--- src/rtl/x_uart_cmd_pkg.sv ---
// Shared types and field positions for the UART command decoder.
// A command byte carries a 2-bit opcode in the top bits and a 6-bit register address below it.
package x_uart_cmd_pkg;

    typedef enum logic [1:0] {
        OP_NOP   = 2'b00,
        OP_WRITE = 2'b01,
        OP_READ  = 2'b10,
        OP_RSVD  = 2'b11
    } opcode_t;

    typedef enum logic {
        IDLE  = 1'b0,
        WDATA = 1'b1
    } state_t;

    localparam int OP_MSB   = 7;
    localparam int OP_LSB   = 6;
    localparam int ADDR_MSB = 5;
    localparam int ADDR_LSB = 0;
    localparam int ADDR_W   = ADDR_MSB - ADDR_LSB + 1;

    function automatic opcode_t byte_op(input logic [7:0] b);
        return opcode_t'(b[OP_MSB:OP_LSB]);
    endfunction

    function automatic logic [ADDR_W-1:0] byte_addr(input logic [7:0] b);
        return b[ADDR_MSB:ADDR_LSB];
    endfunction

endpackage

--- src/rtl/x_uart_cmd_regfile.sv ---
// Bank of 8-bit configuration registers with one-hot write strobes and a read mux.
// Addresses at or beyond p_regs match no register, so such writes are ignored and such reads return 0x00.
module x_uart_cmd_regfile
    import x_uart_cmd_pkg::*;
#(
    parameter int p_regs = 8
) (
    input  logic                  clk,
    input  logic                  rst,
    input  logic                  wr_en,
    input  logic [ADDR_W-1:0]     wr_addr,
    input  logic [7:0]            wr_data,
    input  logic [ADDR_W-1:0]     rd_addr,
    output logic [p_regs*8-1:0]   regs,
    output logic [p_regs-1:0]     wr_strobe,
    output logic [7:0]            rd_data
);

    always_ff @(posedge clk) begin
        if (rst) begin
            regs      <= '0;
            wr_strobe <= '0;
        end else begin
            for (int k = 0; k < p_regs; k++) begin
                wr_strobe[k] <= wr_en && (wr_addr == ADDR_W'(k));
                if (wr_en && (wr_addr == ADDR_W'(k))) begin
                    regs[k*8 +: 8] <= wr_data;
                end
            end
        end
    end

    always_comb begin
        rd_data = '0;
        for (int k = 0; k < p_regs; k++) begin
            if (rd_addr == ADDR_W'(k)) begin
                rd_data = regs[k*8 +: 8];
            end
        end
    end

endmodule

--- src/rtl/x_uart_cmd.sv ---
// Command decoder behind the UART receiver: two-byte writes and one-byte reads into a small register bank.
// Read responses go out through a one-entry buffer on a valid/ready byte port.
module x_uart_cmd
    import x_uart_cmd_pkg::*;
#(
    parameter int p_regs    = 8,
    parameter int p_timeout = 1024
) (
    input  logic                  i_clk,
    input  logic                  i_rst,
    input  logic                  i_valid,
    input  logic [7:0]            i_data,
    output logic                  o_tx_valid,
    output logic [7:0]            o_tx_data,
    input  logic                  i_tx_ready,
    output logic [p_regs*8-1:0]   o_regs,
    output logic [p_regs-1:0]     o_wr_strobe,
    output logic                  o_err
);

    localparam int TW = (p_timeout > 1) ? $clog2(p_timeout) : 1;

    state_t              state;
    logic [TW-1:0]       timer;
    logic [ADDR_W-1:0]   waddr;
    logic                wr_en;
    logic                slot_free;
    logic [7:0]          rd_data;
    opcode_t             op;
    logic [ADDR_W-1:0]   cmd_addr;

    function automatic logic in_range(input logic [ADDR_W-1:0] a);
        return int'(a) < p_regs;
    endfunction

    assign op        = byte_op(i_data);
    assign cmd_addr  = byte_addr(i_data);
    assign wr_en     = (state == WDATA) && i_valid && in_range(waddr);
    // A READ may load the buffer if it is empty or being drained this very cycle.
    assign slot_free = !o_tx_valid || i_tx_ready;

    x_uart_cmd_regfile #(
        .p_regs (p_regs)
    ) u_regfile (
        .clk       (i_clk),
        .rst       (i_rst),
        .wr_en     (wr_en),
        .wr_addr   (waddr),
        .wr_data   (i_data),
        .rd_addr   (cmd_addr),
        .regs      (o_regs),
        .wr_strobe (o_wr_strobe),
        .rd_data   (rd_data)
    );

    always_ff @(posedge i_clk) begin
        if (i_rst) begin
            state      <= IDLE;
            timer      <= '0;
            waddr      <= '0;
            o_tx_valid <= 1'b0;
            o_tx_data  <= '0;
            o_err      <= 1'b0;
        end else begin
            if (o_tx_valid && i_tx_ready) begin
                o_tx_valid <= 1'b0;
            end
            case (state)
                IDLE: begin
                    timer <= '0;
                    if (i_valid) begin
                        case (op)
                            OP_NOP:   o_err <= 1'b0;
                            OP_WRITE: begin
                                state <= WDATA;
                                waddr <= cmd_addr;
                            end
                            OP_READ: begin
                                if (slot_free) begin
                                    o_tx_valid <= 1'b1;
                                    o_tx_data  <= rd_data;
                                    if (!in_range(cmd_addr)) o_err <= 1'b1;
                                end else begin
                                    o_err <= 1'b1;
                                end
                            end
                            default:  o_err <= 1'b1;
                        endcase
                    end
                end
                WDATA: begin
                    // A data byte arriving on the timeout cycle still wins.
                    if (i_valid) begin
                        state <= IDLE;
                        timer <= '0;
                        if (!in_range(waddr)) o_err <= 1'b1;
                    end else if (timer == TW'(p_timeout - 1)) begin
                        state <= IDLE;
                        timer <= '0;
                        o_err <= 1'b1;
                    end else begin
                        timer <= timer + TW'(1);
                    end
                end
                default: state <= IDLE;
            endcase
        end
    end

endmodule

--- config.mk ---
export PLATFORM = sky130hd
export DESIGN_NAME = x_uart_cmd
export DESIGN_NICKNAME = d
export VERILOG_FILES = /design/src/rtl/x_uart_cmd_pkg.sv /design/src/rtl/x_uart_cmd_regfile.sv /design/src/rtl/x_uart_cmd.sv
export SDC_FILE = /design/constraint.sdc
export NUM_CORES = 1
export LEC_CHECK = 0
export BUFFER_PORTS_ARGS = -buffer_cell sky130_fd_sc_hd__buf_2
export CAP_MARGIN = 20
export CORE_MARGIN = 4
export CORE_UTILIZATION = 49
export CTS_BUF_LIST = sky130_fd_sc_hd__clkbuf_16
export DETAILED_ROUTE_END_ITERATION = 8
export PLACE_DENSITY = 0.87
export SYNTH_ARGS = -nofsm -noshare
export SYNTH_HDL_FRONTEND = slang
export SYNTH_SLANG_ARGS = --single-unit
--- constraint.sdc ---
create_clock -name i_clk -period 1.9 [get_ports i_clk]
set_clock_uncertainty 0.15 [all_clocks]
set_input_delay 0.095 -clock i_clk [delete_from_list [all_inputs] [get_ports i_clk]]
set_output_delay 0.095 -clock i_clk [all_outputs]
set_load 0.05 [all_outputs]
* Yosys cells after proc, flatten, opt, wreduce, memory -nomap -nowiden
Cells that the tools add are included.
Operators by class: add/sub/neg operators 1, order comparisons 2, equality and inequality tests 22, mux-type cells 29, bitwise logic cells 1, reductions and logical operators 19
Operators with widths (count):
- 2-to-1 mux 8 bit | 8
- equality test 6 x 3 -> 1 bit, second input constant | 8
- equality test 6 x 2 -> 1 bit, second input constant | 4
- 2-to-1 mux 10 bit | 2
- one-hot mux 10 bit (2 select lines) | 1
- 2-to-1 mux 1 bit | 15
- equality test 6 x 1 -> 1 bit, second input constant | 2
- logical NOT 6 bit | 2
- less-than comparator 6 x 4 -> 1 bit, second input constant | 2
- logical AND 1 bit | 11
- adder 10 x 1 -> 10 bit, second input constant | 1
- equality test 10 bit, second input constant | 1
- AND reduction 5 bit | 1
- inequality test 2 bit, second input constant | 2
- inequality test 4 bit, second input constant | 1
- one-hot mux 1 bit (2 select lines) | 2
- AND reduction 4 bit | 1
- inequality test 3 x 2 -> 1 bit, second input constant | 1
- inequality test 3 bit, second input constant | 1
- one-hot mux 1 bit (3 select lines) | 1
- AND reduction 3 bit | 1
- equality test 2 x 1 -> 1 bit, second input constant | 1
- equality test 2 bit, second input constant | 1
- logical NOT 2 bit | 1
- 3 further kinds | 3
Storage, ports and cells: register bits 99, output and inout port bits 82, logic and storage cells 89

* Depth between registers and ports, before layout
word-level depth 9, gate-level depth with buffers 7, depth with buffers taken out 5

* Hierarchy
Synthesis repeated with hierarchy kept, for this count alone.
Second synthesis, totals: cells, all modules 430, area, all modules 4468.0 µm²
Modules (own cells, without submodules):
- x_uart_cmd_regfile | times used 1, cells each 310, area an instance 3321.9 µm²
- x_uart_cmd | times used 1, cells each 120, area an instance 1146.1 µm²

* Least setup slack after synthesis
Ideal clock, no wire load.
path type register to register, from register waddr[5], to register u_regfile.regs[61], library setup time 116 ps, arrival time 1502 ps, data required time 1634 ps, path slack 132 ps, cell stages (with the launch flop) 7, path buffers 2, path through dfxtp_1 -> nand4bb_4 -> or4b_4 -> buf_6 -> buf_6 -> nand3b_2 -> o21ai_2
Between the ends: longest elaborated chain between the ends 3, elaborated cells on any way between the ends 4, those cells by class 1 x order compare; 1 x eq/ne; 2 x reduce/logical
RTL lines:
- start: declaration | line x_uart_cmd.sv:25 | logic [ADDR_W-1:0] waddr;
- start signal: assignment | line x_uart_cmd.sv:76 | waddr <= cmd_addr;
- less-than comparator 6 x 4 -> 1 bit | line x_uart_cmd.sv:33 | return int'(a) < p_regs;
- logical AND 1 bit | line x_uart_cmd.sv:38 | assign wr_en = (state == WDATA) && i_valid && in_range(waddr);
- logical AND 1 bit (*) | line x_uart_cmd_regfile.sv:26 | if (wr_en && (wr_addr == ADDR_W'(k))) begin
- end signal: indexed assignment | line x_uart_cmd_regfile.sv:27 | regs[k*8 +: 8] <= wr_data;
- end: declaration | line x_uart_cmd_regfile.sv:14 | output logic [p_regs*8-1:0] regs,
Every way passes the cells marked *; elsewhere a longest branch is shown, timed or not. A chain may end at the register's enable or synchronous reset.

* Worst setup path after layout
from register waddr[3], to register u_regfile.regs[5]
Same word-level chain as after synthesis.

==> report_table.html <==
<table>
<tr><th>Metric</th><th>Value</th></tr>
<tr><th colspan="2">Route</th></tr>
<tr><td>Total wire length</td><td>12400 um</td></tr>
<tr><td>Pre-antenna DRT Iters</td><td>5</td></tr>
<tr><td>Remaining number of nets flagged by the antenna check after routing</td><td>0</td></tr>
<tr><td>Via count of the routed design</td><td>3740</td></tr>
<tr><td>Number of DRC markers after the initial detailed-route iteration</td><td>278</td></tr>
<tr><td>Detailed-route vias per instance</td><td>5.88</td></tr>
<tr><td>Number of remaining DRC errors</td><td>0</td></tr>
<tr><td>WL/cell</td><td>19.4 um</td></tr>
<tr><th colspan="2">Logic synthesis</th></tr>
<tr><td>Portion of netlist area occupied by mux cells</td><td>17.6%</td></tr>
<tr><td>Register bit total from synthesis</td><td>99</td></tr>
<tr><td>Largest family of logic cells by synthesized area</td><td>simple AND/OR/NAND/NOR gates</td></tr>
<tr><td>Adder-Cell Fraction of Synth Area</td><td>0.291%</td></tr>
<tr><td>FFs w/ async S/R, synth</td><td>0%</td></tr>
<tr><td>Mean post-synth cell area</td><td>10.1 um^2</td></tr>
<tr><td>Post-Synth Simple-Gate Area</td><td>20.9%</td></tr>
<tr><td>Number of distinct library cells after synthesis</td><td>44</td></tr>
<tr><td>Total number of yosys warnings</td><td>0</td></tr>
<tr><td>Xor and xnor fraction of the mapped netlist area</td><td>1.63%</td></tr>
<tr><td>Compound-cell area share of the yosys netlist</td><td>9.25%</td></tr>
<tr><td>Syn Nets</td><td>440</td></tr>
<tr><td>Sequential share of the synthesized area</td><td>46.1%</td></tr>
<tr><td>Number of enable flip-flop cells after synthesis</td><td>0</td></tr>
<tr><td>Synth Instances</td><td>427</td></tr>
<tr><td>Post-synth top flop</td><td>dfxtp_1</td></tr>
<tr><td>Syn Std Cell Area</td><td>4300 um^2</td></tr>
<tr><th colspan="2">Worst setup path</th></tr>
<tr><td>Critical path buffers and inverters</td><td>2</td></tr>
<tr><td>Start point of the critical path</td><td>waddr[3]</td></tr>
<tr><td>Family with the most delay on the worst path</td><td>simple AND/OR/NAND/NOR gates</td></tr>
<tr><td>Cell with the biggest individual delay on the critical path</td><td>dfxtp_1</td></tr>
<tr><td>CP Max Fanout</td><td>7</td></tr>
<tr><td>Delay of the slowest critical-path stage</td><td>0.39 ns</td></tr>
<tr><td>Startpoint type of the worst setup path</td><td>flip-flop</td></tr>
<tr><td>Worst EP required</td><td>1.96 ns</td></tr>
<tr><td>Arrival time at the worst endpoint</td><td>1.98 ns</td></tr>
<tr><td>Cells traversed along the worst timing path</td><td>buf_4, nor3_2, nor4b_4, buf_4, mux2i_1, nor2_1</td></tr>
<tr><td>Flop-to-flop setup slack</td><td>-0.02 ns</td></tr>
<tr><td>Reg-to-Reg Start</td><td>waddr[3]</td></tr>
<tr><td>Critical path endpoint category</td><td>flip-flop</td></tr>
<tr><td>Cell type with the highest occurrence count on the critical path</td><td>buf_4</td></tr>
<tr><td>Class of the most critical setup path</td><td>flip-flop to flip-flop</td></tr>
<tr><th colspan="2">Pwr</th></tr>
<tr><td>Peak ir drop on the vdd network</td><td>0.446 mV</td></tr>
<tr><td>Power share of the combinational group</td><td>6.5%</td></tr>
<tr><td>Cell Int Power</td><td>3.33 mW</td></tr>
<tr><td>Static leakage</td><td>2.36 nW</td></tr>
<tr><td>Share of total power consumed by net switching</td><td>22.3%</td></tr>
<tr><td>Proportion of power drawn by flip-flops and latches</td><td>49.1%</td></tr>
<tr><td>Power density over the cells</td><td>802 nW/um^2</td></tr>
<tr><td>Overall Power</td><td>4.28 mW</td></tr>
<tr><td>Share of power burned in the clock network</td><td>44.4%</td></tr>
<tr><td>Net switching component of the power</td><td>0.953 mW</td></tr>
<tr><th colspan="2">STA</th></tr>
<tr><td>Min Hold Slack</td><td>0.0285 ns</td></tr>
<tr><td>Headroom to the max-slew limit</td><td>65.3%</td></tr>
<tr><td>Top achievable clock speed</td><td>0.520 GHz</td></tr>
<tr><td>Slack of the critical path</td><td>-0.0219 ns</td></tr>
<tr><td>Number of max-slew violations in the final report</td><td>0</td></tr>
<tr><td>Number of setup violations in the final report</td><td>1</td></tr>
<tr><td>Final Critical Period</td><td>1.92 ns</td></tr>
<tr><td>Final number of hold-violating endpoints</td><td>0</td></tr>
<tr><td>Sum of negative setup slack</td><td>-0.0219 ns</td></tr>
<tr><td>Slew @ Worst Pin</td><td>0.516 ns</td></tr>
<tr><td>Share of the clock period used by the worst path</td><td>101%</td></tr>
<tr><th colspan="2">Placed design</th></tr>
<tr><td>Port bufs</td><td>93</td></tr>
<tr><td>DPL Wire Length</td><td>8170 um</td></tr>
<tr><td>Routability cong.</td><td>0.898</td></tr>
<tr><td>Pre-CTS setup slack</td><td>0.0590 ns</td></tr>
<tr><th colspan="2">Clock network</th></tr>
<tr><td>Cell at the root of the clock tree</td><td>clkbuf_16</td></tr>
<tr><td>H-tree depth</td><td>3</td></tr>
<tr><td>Number of buffers created by CTS</td><td>9</td></tr>
<tr><td>CTS tree</td><td>built</td></tr>
<tr><td>Latest clock arrival within the worst-skew pair</td><td>0.34 ns</td></tr>
<tr><td>Post-CTS clock slew at the launch and capture registers of the worst setup and hold paths</td><td>0.06 ns</td></tr>
<tr><td>Clock Sinks</td><td>99</td></tr>
<tr><td>Maximum number of buffers from clock root to sink</td><td>2</td></tr>
<tr><th colspan="2">Outcome</th></tr>
<tr><td>Violations in the final reports</td><td>negative setup slack</td></tr>
<tr><td>Outcome</td><td>finished with violations</td></tr>
<tr><th colspan="2">Floorplan</th></tr>
<tr><td>Core ar.</td><td>8380 um^2</td></tr>
<tr><td>DIE AREA</td><td>10300 um^2</td></tr>
<tr><td>Starting utilization of the core area</td><td>51.3%</td></tr>
<tr><td>Top Ports</td><td>94</td></tr>
<tr><td>Width of the die</td><td>102 um</td></tr>
<tr><td>Row count</td><td>33</td></tr>
<tr><td>Die boundary height</td><td>102 um</td></tr>
<tr><th colspan="2">Global route</th></tr>
<tr><td>Initial antenna violation count</td><td>0</td></tr>
<tr><td>Overall track demand over capacity in global routing</td><td>23.3%</td></tr>
<tr><td>Global-route wire length before repair</td><td>18900 um</td></tr>
<tr><td>Vias in the first global route</td><td>3713</td></tr>
<tr><td>Pin count of the biggest net entering global routing</td><td>49</td></tr>
<tr><td>Global route total overflow</td><td>0</td></tr>
<tr><th colspan="2">Finish</th></tr>
<tr><td>Ant diodes</td><td>0</td></tr>
<tr><td>Fraction of layout instances using a drive strength above 1</td><td>31.1%</td></tr>
<tr><td>Area grow syn2layout</td><td>24.1%</td></tr>
<tr><td>NumNets Final</td><td>540</td></tr>
<tr><td>Layout Utilization</td><td>63.7%</td></tr>
<tr><th colspan="2">Min path</th></tr>
<tr><td>HP Start</td><td>i_data[7]</td></tr>
<tr><td>Kind of path behind the tightest hold check</td><td>input port to flip-flop</td></tr>
<tr><th colspan="2">Run</th></tr>
<tr><td>Maxcap violations</td><td>0</td></tr>
</table>
[cell usage in the layout (no fill, tap or decap), types with 2 or more instances in the layout]
| cell type | instances |
|---|---|
| bufinv_16 | 2 |
| nand2_1 | 7 |
| o22ai_1 | 3 |
| nor3_2 | 2 |
| xnor2_1 | 2 |
| nand3b_1 | 19 |
| mux2i_1 | 69 |
| nor4b_4 | 3 |
| dlygate4sd3_1 | 2 |
| inv_1 | 5 |
| buf_4 | 27 |
| buf_2 | 93 |
| or4b_4 | 2 |
| a21oi_1 | 6 |
| nand3b_2 | 2 |
| and4_1 | 2 |
| nor2b_1 | 3 |
| nor2_1 | 53 |
| nand3_1 | 4 |
| xor2_1 | 6 |
| nand4_1 | 4 |
| nand2b_1 | 35 |
| clkbuf_16 | 9 |
| clkinv_1 | 2 |
| a32o_1 | 6 |
| o21ai_2 | 7 |
| o221ai_1 | 12 |
| dfxtp_1 | 98 |
| nor3_1 | 3 |
| mux2_2 | 6 |
| o21ai_0 | 15 |
[cells by family (layout without fill, tap and decap cells)]
group | Yosys count | count (layout)
DFF | 99 | 99
buffers and inverters | 39 | 142
AOI/OAI and AO/OA | 55 | 55
and+or+nand+nor | 150 | 151
xor gates and xnor gates | 8 | 8
muxes | 75 | 75
adders and majority gates | 1 | 1
[power groups by stage]
stage               clock, mW  sequential, mW  combinational [mW]
floorplan                   0            2.17               0.160
global placement            0            2.14               0.255
detailed placement          0            2.15               0.261
CTS                      1.91            2.10               0.267
global route             2.00            2.10               0.296
finish                   1.90            2.10               0.280
[metrics by stage]
step                std cells  area (um^2)
finish                    636         5340
global route              636         5340
CTS                       631         5260
detailed placement        612         4910
global placement          612         4910
floorplan                 427         4300
[area by class of cell]
| type | instances | area, um^2 |
|---|---|---|
| timing repair buffer | 122 | 688 |
| sequential | 99 | 1980 |
| tap | 105 | 131 |
| inverter | 5 | 18.8 |
| clock inverter | 6 | 81.3 |
| multi-input combinational | 290 | 2210 |
| clock buffer | 9 | 225 |
| fill | 667 | 3050 |
[flip-flops by register name, summed over array words and instances, names as in the netlist]
signal and count:
o_tx_valid 1, state 1, o_tx_data 8, u_regfile.regs 64, timer 10, u_regfile.wr_strobe 8, waddr 6, o_err 1
[worst reg2reg max path: cells and delay by family (launching register included)]
| kind | cells | cell delay [ns] |
|---|---|---|
| buf+inv | 2 | 0.46 |
| flops | 1 | 0.39 |
| mux | 1 | 0.28 |
| simple gates | 3 | 0.53 |
[cells in the mapped netlist, types with 2 or more instances]
library cell  instances  area (um^2)
nand2_1               7         26.3
nand4_1               4         25.0
mux2i_1              69          691
buf_2                11         55.1
nor4b_1               2         17.5
nor2b_1               3         18.8
xnor2_1               2         17.5
dfxtp_1              99         1980
o21ai_2               7         61.3
nor4_1                2         12.5
buf_6                 2         22.5
mux2_2                6         67.6
o221ai_1             12          105
and4_1                3         26.3
nor3_1                5         25.0
o22ai_1               3         18.8
a41oi_1               2         17.5
o21ai_0              15         75.1
a32o_1                6         60.1
nor2_1               53          199
nor4b_4               2         47.6
nand3b_1             19          143
nand3b_2              2         22.5
clkbuf_1             19         71.3
nand3_1               4         20.0
xor2_1                6         52.6
nand2b_1             36          225
a21oi_1               6         30.0
inv_1                 5         18.8
[worst paths after layout]
kind	to	cells past startpoint
max	u_regfile.regs[5]	6
min	u_regfile.regs[47]	3
max reg2reg	u_regfile.regs[5]	6
min reg2reg	o_tx_data[5]	1
[metal layers]
| metal | vias up | track usage [%] | part of all wire (%) |
|---|---|---|---|
| met5 | - | 0 | 0 |
| met4 | 0 | 8.79 | 2.6 |
| met3 | 32 | 5.72 | 8.9 |
| met2 | 173 | 39.0 | 49 |
| met1 | 1819 | 29.0 | 40 |
| li1 | 1716 | - | - |
[repair_timing]
action                                 CTS  global route
endpoints found under the hold margin    7             0
setup buffers                            2             3
gates resized for setup                  0            13
setup endpoints to repair                1            30
gates cloned                             0             2
pin swaps                                1             1
hold buffers                             2             0
(Power assumes the default switching activity.)
